==> src/rtl/usb_tx_pkg.sv <==
// Shared types, constants and the CRC-16/USB byte update for the usb_tx_seq transmit path.
package usb_tx_pkg;

    typedef enum logic [1:0] {
        IDLE = 2'd0,
        DATA = 2'd1,
        CRC1 = 2'd2,
        CRC2 = 2'd3
    } usb_tx_state_e;

    localparam logic [15:0] CRC16_POLY_REFL = 16'hA001;
    localparam logic [15:0] CRC16_INIT      = 16'hFFFF;

    // Reflected CRC-16: byte enters at the LSB end, one shift per bit.
    function automatic logic [15:0] crc16_usb_byte(input logic [15:0] crc, input logic [7:0] data);
        logic [15:0] c;
        c = crc ^ {8'h00, data};
        for (int i = 0; i < 8; i++) begin
            c = c[0] ? ((c >> 1) ^ CRC16_POLY_REFL) : (c >> 1);
        end
        return c;
    endfunction

endpackage

==> src/rtl/usb_crc16.sv <==
// Registered CRC-16/USB accumulator: init reloads the seed, en folds one byte in.
module usb_crc16
    import usb_tx_pkg::*;
(
    input  logic        clk,
    input  logic        reset,
    input  logic        init,
    input  logic        en,
    input  logic [7:0]  data_in,
    output logic [15:0] crc_out
);

    logic [15:0] crc_q, crc_d;

    always_comb begin
        crc_d = crc_q;
        if (init) begin
            crc_d = CRC16_INIT;
        end else if (en) begin
            crc_d = crc16_usb_byte(crc_q, data_in);
        end
    end

    always_ff @(posedge clk) begin
        if (reset) begin
            crc_q <= CRC16_INIT;
        end else begin
            crc_q <= crc_d;
        end
    end

    assign crc_out = crc_q;

endmodule

==> src/rtl/usb_tx_seq.sv <==
// USB-style transmit sequencer: payload pass-through followed by two CRC-16/USB bytes.
// Optional beat-fire history register enabled by defining USB_TX_HIST_EN.
module usb_tx_seq
    import usb_tx_pkg::*;
#(
    parameter int unsigned DATA_W     = 8,
    parameter int unsigned MAX_LEN    = 64,
    parameter int unsigned LEN_W      = $clog2(MAX_LEN + 1),
    parameter int unsigned HIST_DEPTH = 10
) (
    input  logic                  clk,
    input  logic                  reset,
    input  logic                  send_data,
    input  logic [LEN_W-1:0]      len,
    input  logic [DATA_W-1:0]     in_data,
    input  logic                  in_valid,
    output logic                  in_ready,
    input  logic                  tx_ready,
    output logic                  tx_valid,
    output logic [DATA_W-1:0]     tx_data,
    output logic                  tx_last,
    output logic                  busy,
    output logic [HIST_DEPTH-1:0] hist
);

    if (DATA_W != 8) begin : g_bad_data_w
        $error("usb_tx_seq: only DATA_W=8 is supported");
    end

    localparam logic [LEN_W-1:0] MaxLenW = LEN_W'(MAX_LEN);
    localparam logic [LEN_W-1:0] OneW    = LEN_W'(1);

    usb_tx_state_e    state_q, state_d;
    logic [LEN_W-1:0] len_q, len_d;
    logic [LEN_W-1:0] cnt_q, cnt_d;
    logic [15:0]      crc;
    logic             fire;

    assign fire = tx_valid && tx_ready;

    always_comb begin
        state_d = state_q;
        len_d   = len_q;
        cnt_d   = cnt_q;
        unique case (state_q)
            IDLE: begin
                if (send_data) begin
                    len_d   = (len > MaxLenW) ? MaxLenW : len;
                    cnt_d   = '0;
                    state_d = (len_d != '0) ? DATA : CRC1;
                end
            end
            DATA: begin
                // Exit is decided on the pre-increment count, so cnt never exceeds len_q.
                if (fire) begin
                    cnt_d = cnt_q + OneW;
                    if (cnt_q == len_q - OneW) begin
                        state_d = CRC1;
                    end
                end
            end
            CRC1: if (fire) state_d = CRC2;
            CRC2: if (fire) state_d = IDLE;
            default: state_d = IDLE;
        endcase
    end

    always_ff @(posedge clk) begin
        if (reset) begin
            state_q <= IDLE;
            len_q   <= '0;
            cnt_q   <= '0;
        end else begin
            state_q <= state_d;
            len_q   <= len_d;
            cnt_q   <= cnt_d;
        end
    end

    always_comb begin
        tx_valid = 1'b0;
        tx_data  = '0;
        tx_last  = 1'b0;
        in_ready = 1'b0;
        if (!reset) begin
            unique case (state_q)
                IDLE: ;
                DATA: begin
                    tx_valid = in_valid;
                    tx_data  = in_data;
                    in_ready = tx_ready;
                end
                CRC1: begin
                    tx_valid = 1'b1;
                    tx_data  = ~crc[7:0];
                end
                CRC2: begin
                    tx_valid = 1'b1;
                    tx_data  = ~crc[15:8];
                    tx_last  = 1'b1;
                end
                default: ;
            endcase
        end
    end

    assign busy = !reset && (state_q != IDLE);

    usb_crc16 u_crc (
        .clk     (clk),
        .reset   (reset),
        .init    ((state_q == IDLE) && send_data),
        .en      ((state_q == DATA) && fire),
        .data_in (in_data[7:0]),
        .crc_out (crc)
    );

`ifdef USB_TX_HIST_EN
    logic [HIST_DEPTH-1:0] hist_q;

    if (HIST_DEPTH == 1) begin : g_hist_one
        always_ff @(posedge clk) begin
            if (reset) hist_q <= '0;
            else       hist_q <= fire;
        end
    end else begin : g_hist_shift
        always_ff @(posedge clk) begin
            if (reset) hist_q <= '0;
            else       hist_q <= {hist_q[HIST_DEPTH-2:0], fire};
        end
    end

    assign hist = hist_q;
`else
    assign hist = '0;
`endif

endmodule

==> config.mk <==
export PLATFORM = sky130hd
export DESIGN_NAME = usb_tx_seq
export DESIGN_NICKNAME = d
export VERILOG_FILES = /design/src/rtl/usb_tx_pkg.sv /design/src/rtl/usb_crc16.sv /design/src/rtl/usb_tx_seq.sv
export SDC_FILE = /design/constraint.sdc
export NUM_CORES = 1
export LEC_CHECK = 0
export BUFFER_PORTS_ARGS = -buffer_cell sky130_fd_sc_hd__buf_2
export CAP_MARGIN = 20
export CORE_UTILIZATION = 55
export DETAILED_ROUTE_END_ITERATION = 8
export HOLD_SLACK_MARGIN = 0.03
export PLACE_DENSITY = 0.8
export SYNTH_ARGS = -nofsm -noshare
export SYNTH_HDL_FRONTEND = slang
export SYNTH_SLANG_ARGS = --single-unit
export TNS_END_PERCENT = 5
==> constraint.sdc <==
create_clock -name clk -period 2.9 [get_ports clk]
set_clock_uncertainty 0.15 [all_clocks]
set_input_delay 0.435 -clock clk [delete_from_list [all_inputs] [get_ports clk]]
set_output_delay 0.435 -clock clk [all_outputs]
set_load 0.05 [all_outputs]
==> results.sh <==
export IMPL_fin_crit_ns=2.55
export IMPL_min_from="send_data"
export IMPL_syn_area_mm2=0.00204
export IMPL_synth_cells=251
export IMPL_syn_to_final_growth_pct=11.6
export IMPL_holdBufCountCts=0
export IMPL_r2r_end="state_q[1]"
export IMPL_yosys_area_top_type_share_pct=31.4
export IMPL_ys_warn_count=0
export IMPL_fmax_mhz=392
export IMPL_cp_slowest_stage_delay_ns=0.42
export IMPL_core_area_mm2=0.00344
export IMPL_r2r_start="state_q[1]"
export IMPL_cp_startpoint="state_q[1]"
export IMPL_cts_buffers=5
export IMPL_vias_per_cell=5.56
export IMPL_dr_pass1_iters=5
export IMPL_synth_fa_ha_area_share_pct=3.69
export IMPL_r2r_setup_slack_ns=0.35
export IMPL_endpoint_kind="flop"
export IMPL_yosysSeqAreaShare_pct=31.4
export IMPL_place_congestion=0.832
export IMPL_grt_max_degree=21
export IMPL_required_ns=2.95
export IMPL_p_leak_uw=0.00109
export IMPL_cp_arrival_ns=2.60
export IMPL_h_tree_depth=2
export IMPL_synth_area_top_cells="dfxtp_1 31%, xnor2_1 8.6%, o211ai_1 5.2%"
export IMPL_start_util_pct=59.2
export IMPL_period_share_pct=88.0
export IMPL_hp_class="in2reg"
export IMPL_via_count=1807
export IMPL_worstSetupPathType="reg2reg"
export IMPL_synth_cell_types=40
export IMPL_dp_hpwl_um=3120
export IMPL_ys_seq_elements=32
export IMPL_cts_setup_buffers=0
export IMPL_worst_pin_slew_ns=0.673
export IMPL_synth_top_area_cell="dfxtp_1"
export IMPL_ys_async_sr_fraction_pct=0
export IMPL_rsz0062_at_grt="false"
export IMPL_grt_total_usage_pct=23.5
export IMPL_synthTopCellsByCount="32 x dfxtp_1, 27 x nor2_1, 23 x inv_1, 23 x nand2_1, 20 x xnor2_1"
export IMPL_tns_ns=0
export IMPL_grt_first_pass_wirelength_um=7350
export IMPL_layout_drive_gt1_share_pct=16.8
export IMPL_synth_simple_area_share_pct=19.7
export IMPL_nFillCells=308
export IMPL_drtAntennaViolNets=0
export IMPL_finalSetupViolations=0
export IMPL_root_buffer="clkbuf_8"
export IMPL_whs_path_depth=3
export IMPL_drt_initial_drc_count=167
export IMPL_clk_pin_slew_ns=0.07
export IMPL_yosysMostFrequentCell="dfxtp_1"
export IMPL_portBuffers=31
export IMPL_synthFlopType="dfxtp_1"
export IMPL_r2r_cells=7
export IMPL_die_w_um=62.9
export IMPL_diodes=0
export IMPL_antenna_found_initial=0
export IMPL_holdPathEnd="len_q[6]"
export IMPL_cts_resized=0
export IMPL_grt_pass1_vias=1581
export IMPL_layout_nets=304
export IMPL_synth_compound_area_share_pct=19.2
export IMPL_die_h_um=62.9
export IMPL_wl_per_cell_um=13.5
export IMPL_clkSinkCount=32
export IMPL_slowest_stage="or2_1"
export IMPL_wirelength_um=4370
export IMPL_drv_slew=0
export IMPL_synthMuxAreaShare_pct=0
export IMPL_synth_xor_area_share_pct=15.4
export IMPL_startpoint_type="flop"
export IMPL_synth_top_family_by_area="simple AND/OR/NAND/NOR gates"
export IMPL_ios=42
export IMPL_path_cells="inv_1, ha_1, or2_1, o31a_1, a2111oi_4, a31oi_1, a211oi_1"
export IMPL_power_density_mw_per_mm2=720
export IMPL_run_status="complete, no violations"
export IMPL_die_area_mm2=0.00395
export IMPL_maxCapViolations=0
export IMPL_timing_hold_ws_ns=0.324
export IMPL_synth_area_per_cell_um2=8.12
export IMPL_grt_overflow_total=0
export IMPL_ir_drop_v=0.000573
export IMPL_hold_viol=0
export IMPL_cts_buffer_depth=2
export IMPL_clk_latency_ns=0.28
export IMPL_drcViolationCount=0
export IMPL_cts_tree="yes"
export IMPL_num_rows=21
export IMPL_slew_headroom_pct=54.5
export IMPL_synth_edf_count=0
export IMPL_worstPathMaxFanout=13
==> kinds of logic (layout without fill, tap and decap cells) <==
| group | after synthesis | after routing |
|---|---|---|
| other | 1 | 10 |
| AND/OR/NAND/NOR | 83 | 83 |
| flip-flops | 32 | 32 |
| XOR/XNOR | 33 | 33 |
| adder cells (fa/ha/maj) | 6 | 6 |
| AO/OA/AOI/OAI | 50 | 50 |
| buffers and inverters | 46 | 65 |
==> metal layers <==
layer	GRT usage (%)	vias to the layer above	share of wire, %
met5	0	-	0
met4	8.72	0	1.2
met3	5.66	5	8.3
met2	34.6	79	42
met1	33.0	818	48
li1	-	905	-
==> flip-flops by register name, indices dropped and copies added, names as in the netlist <==
signal / cells
state_q: 2
u_crc.crc_out: 16
len_q: 7
cnt_q: 7
==> cells in the final DEF (no fill, tap or decap), types with 2 or more instances in the layout <==
cell type | Yosys | routed
clkinv_2 | 0 | 2
and3_1 | 2 | 2
clkbuf_8 | 0 | 6
nor3b_1 | 6 | 6
nand3b_1 | 2 | 2
o31ai_1 | 2 | 2
a222oi_1 | 8 | 8
xor2_1 | 11 | 11
o41ai_1 | 2 | 2
ha_1 | 6 | 6
o211ai_1 | 14 | 14
conb_1 | 1 | 10
nand2b_1 | 4 | 4
nor2_1 | 27 | 27
xnor2_1 | 20 | 20
buf_4 | 10 | 3
nand4_1 | 6 | 6
nor3_1 | 4 | 4
inv_1 | 23 | 23
a21oi_1 | 12 | 12
dfxtp_1 | 32 | 32
nor4_1 | 2 | 2
nand2_1 | 23 | 23
nand3_1 | 2 | 2
a31oi_1 | 4 | 4
buf_2 | 1 | 31
==> power breakdown <==
group | leakage [µW] | switching (µW) | internal [µW]
Clock | 0.0000510 | 168 | 189
Sequential | 0.000260 | 40.9 | 475
Combinational | 0.000778 | 500 | 264
==> per-stage QoR <==
step	total power [µW]	instances	setup WS [ns]	instance area [µm²]	utilization (%)
after CTS	1630	325	0.353	2270	66.0
after global routing	1740	325	0.162	2270	66.0
after floorplan	1130	260	0.371	2070	-
after global placement	1250	317	0.471	2180	63.4
after detailed placement	1270	317	0.357	2180	63.4
final	1640	325	0.348	2270	66.0
==> area by class of cell <==
| type | instances | area [µm²] | area share, % |
|---|---|---|---|
| clock buffer | 6 | 82.6 | 3.63 |
| clock inverter | 2 | 10.0 | 0.440 |
| inverter | 23 | 86.3 | 3.80 |
| multi-input combinational | 182 | 1220 | 53.6 |
| sequential | 32 | 641 | 28.2 |
| tap | 46 | 57.6 | 2.53 |
| timing repair buffer | 34 | 178 | 7.82 |
==> how the worst max path moves through the flow <==
stage | slack (ns) | cells after the start | to
2_1_floorplan | 0.37 | 6 | tx_valid
3_3_place_gp | 0.47 | 7 | state_q[1]
3_5_place_dp | 0.36 | 7 | state_q[1]
4_1_cts | 0.35 | 7 | state_q[1]
5_1_grt | 0.16 | 7 | state_q[1]
6_report | 0.35 | 7 | state_q[1]
==> critical path: cells and delay by family, from the launching register on <==
kind            cells  cell delay [ns]
compound gates      4             1.17
simple gates        1             0.42
flops               1             0.40
fa+ha+maj           1             0.25
buf+inv             1             0.08
Note: power is estimated with default switching activity, not from simulation.
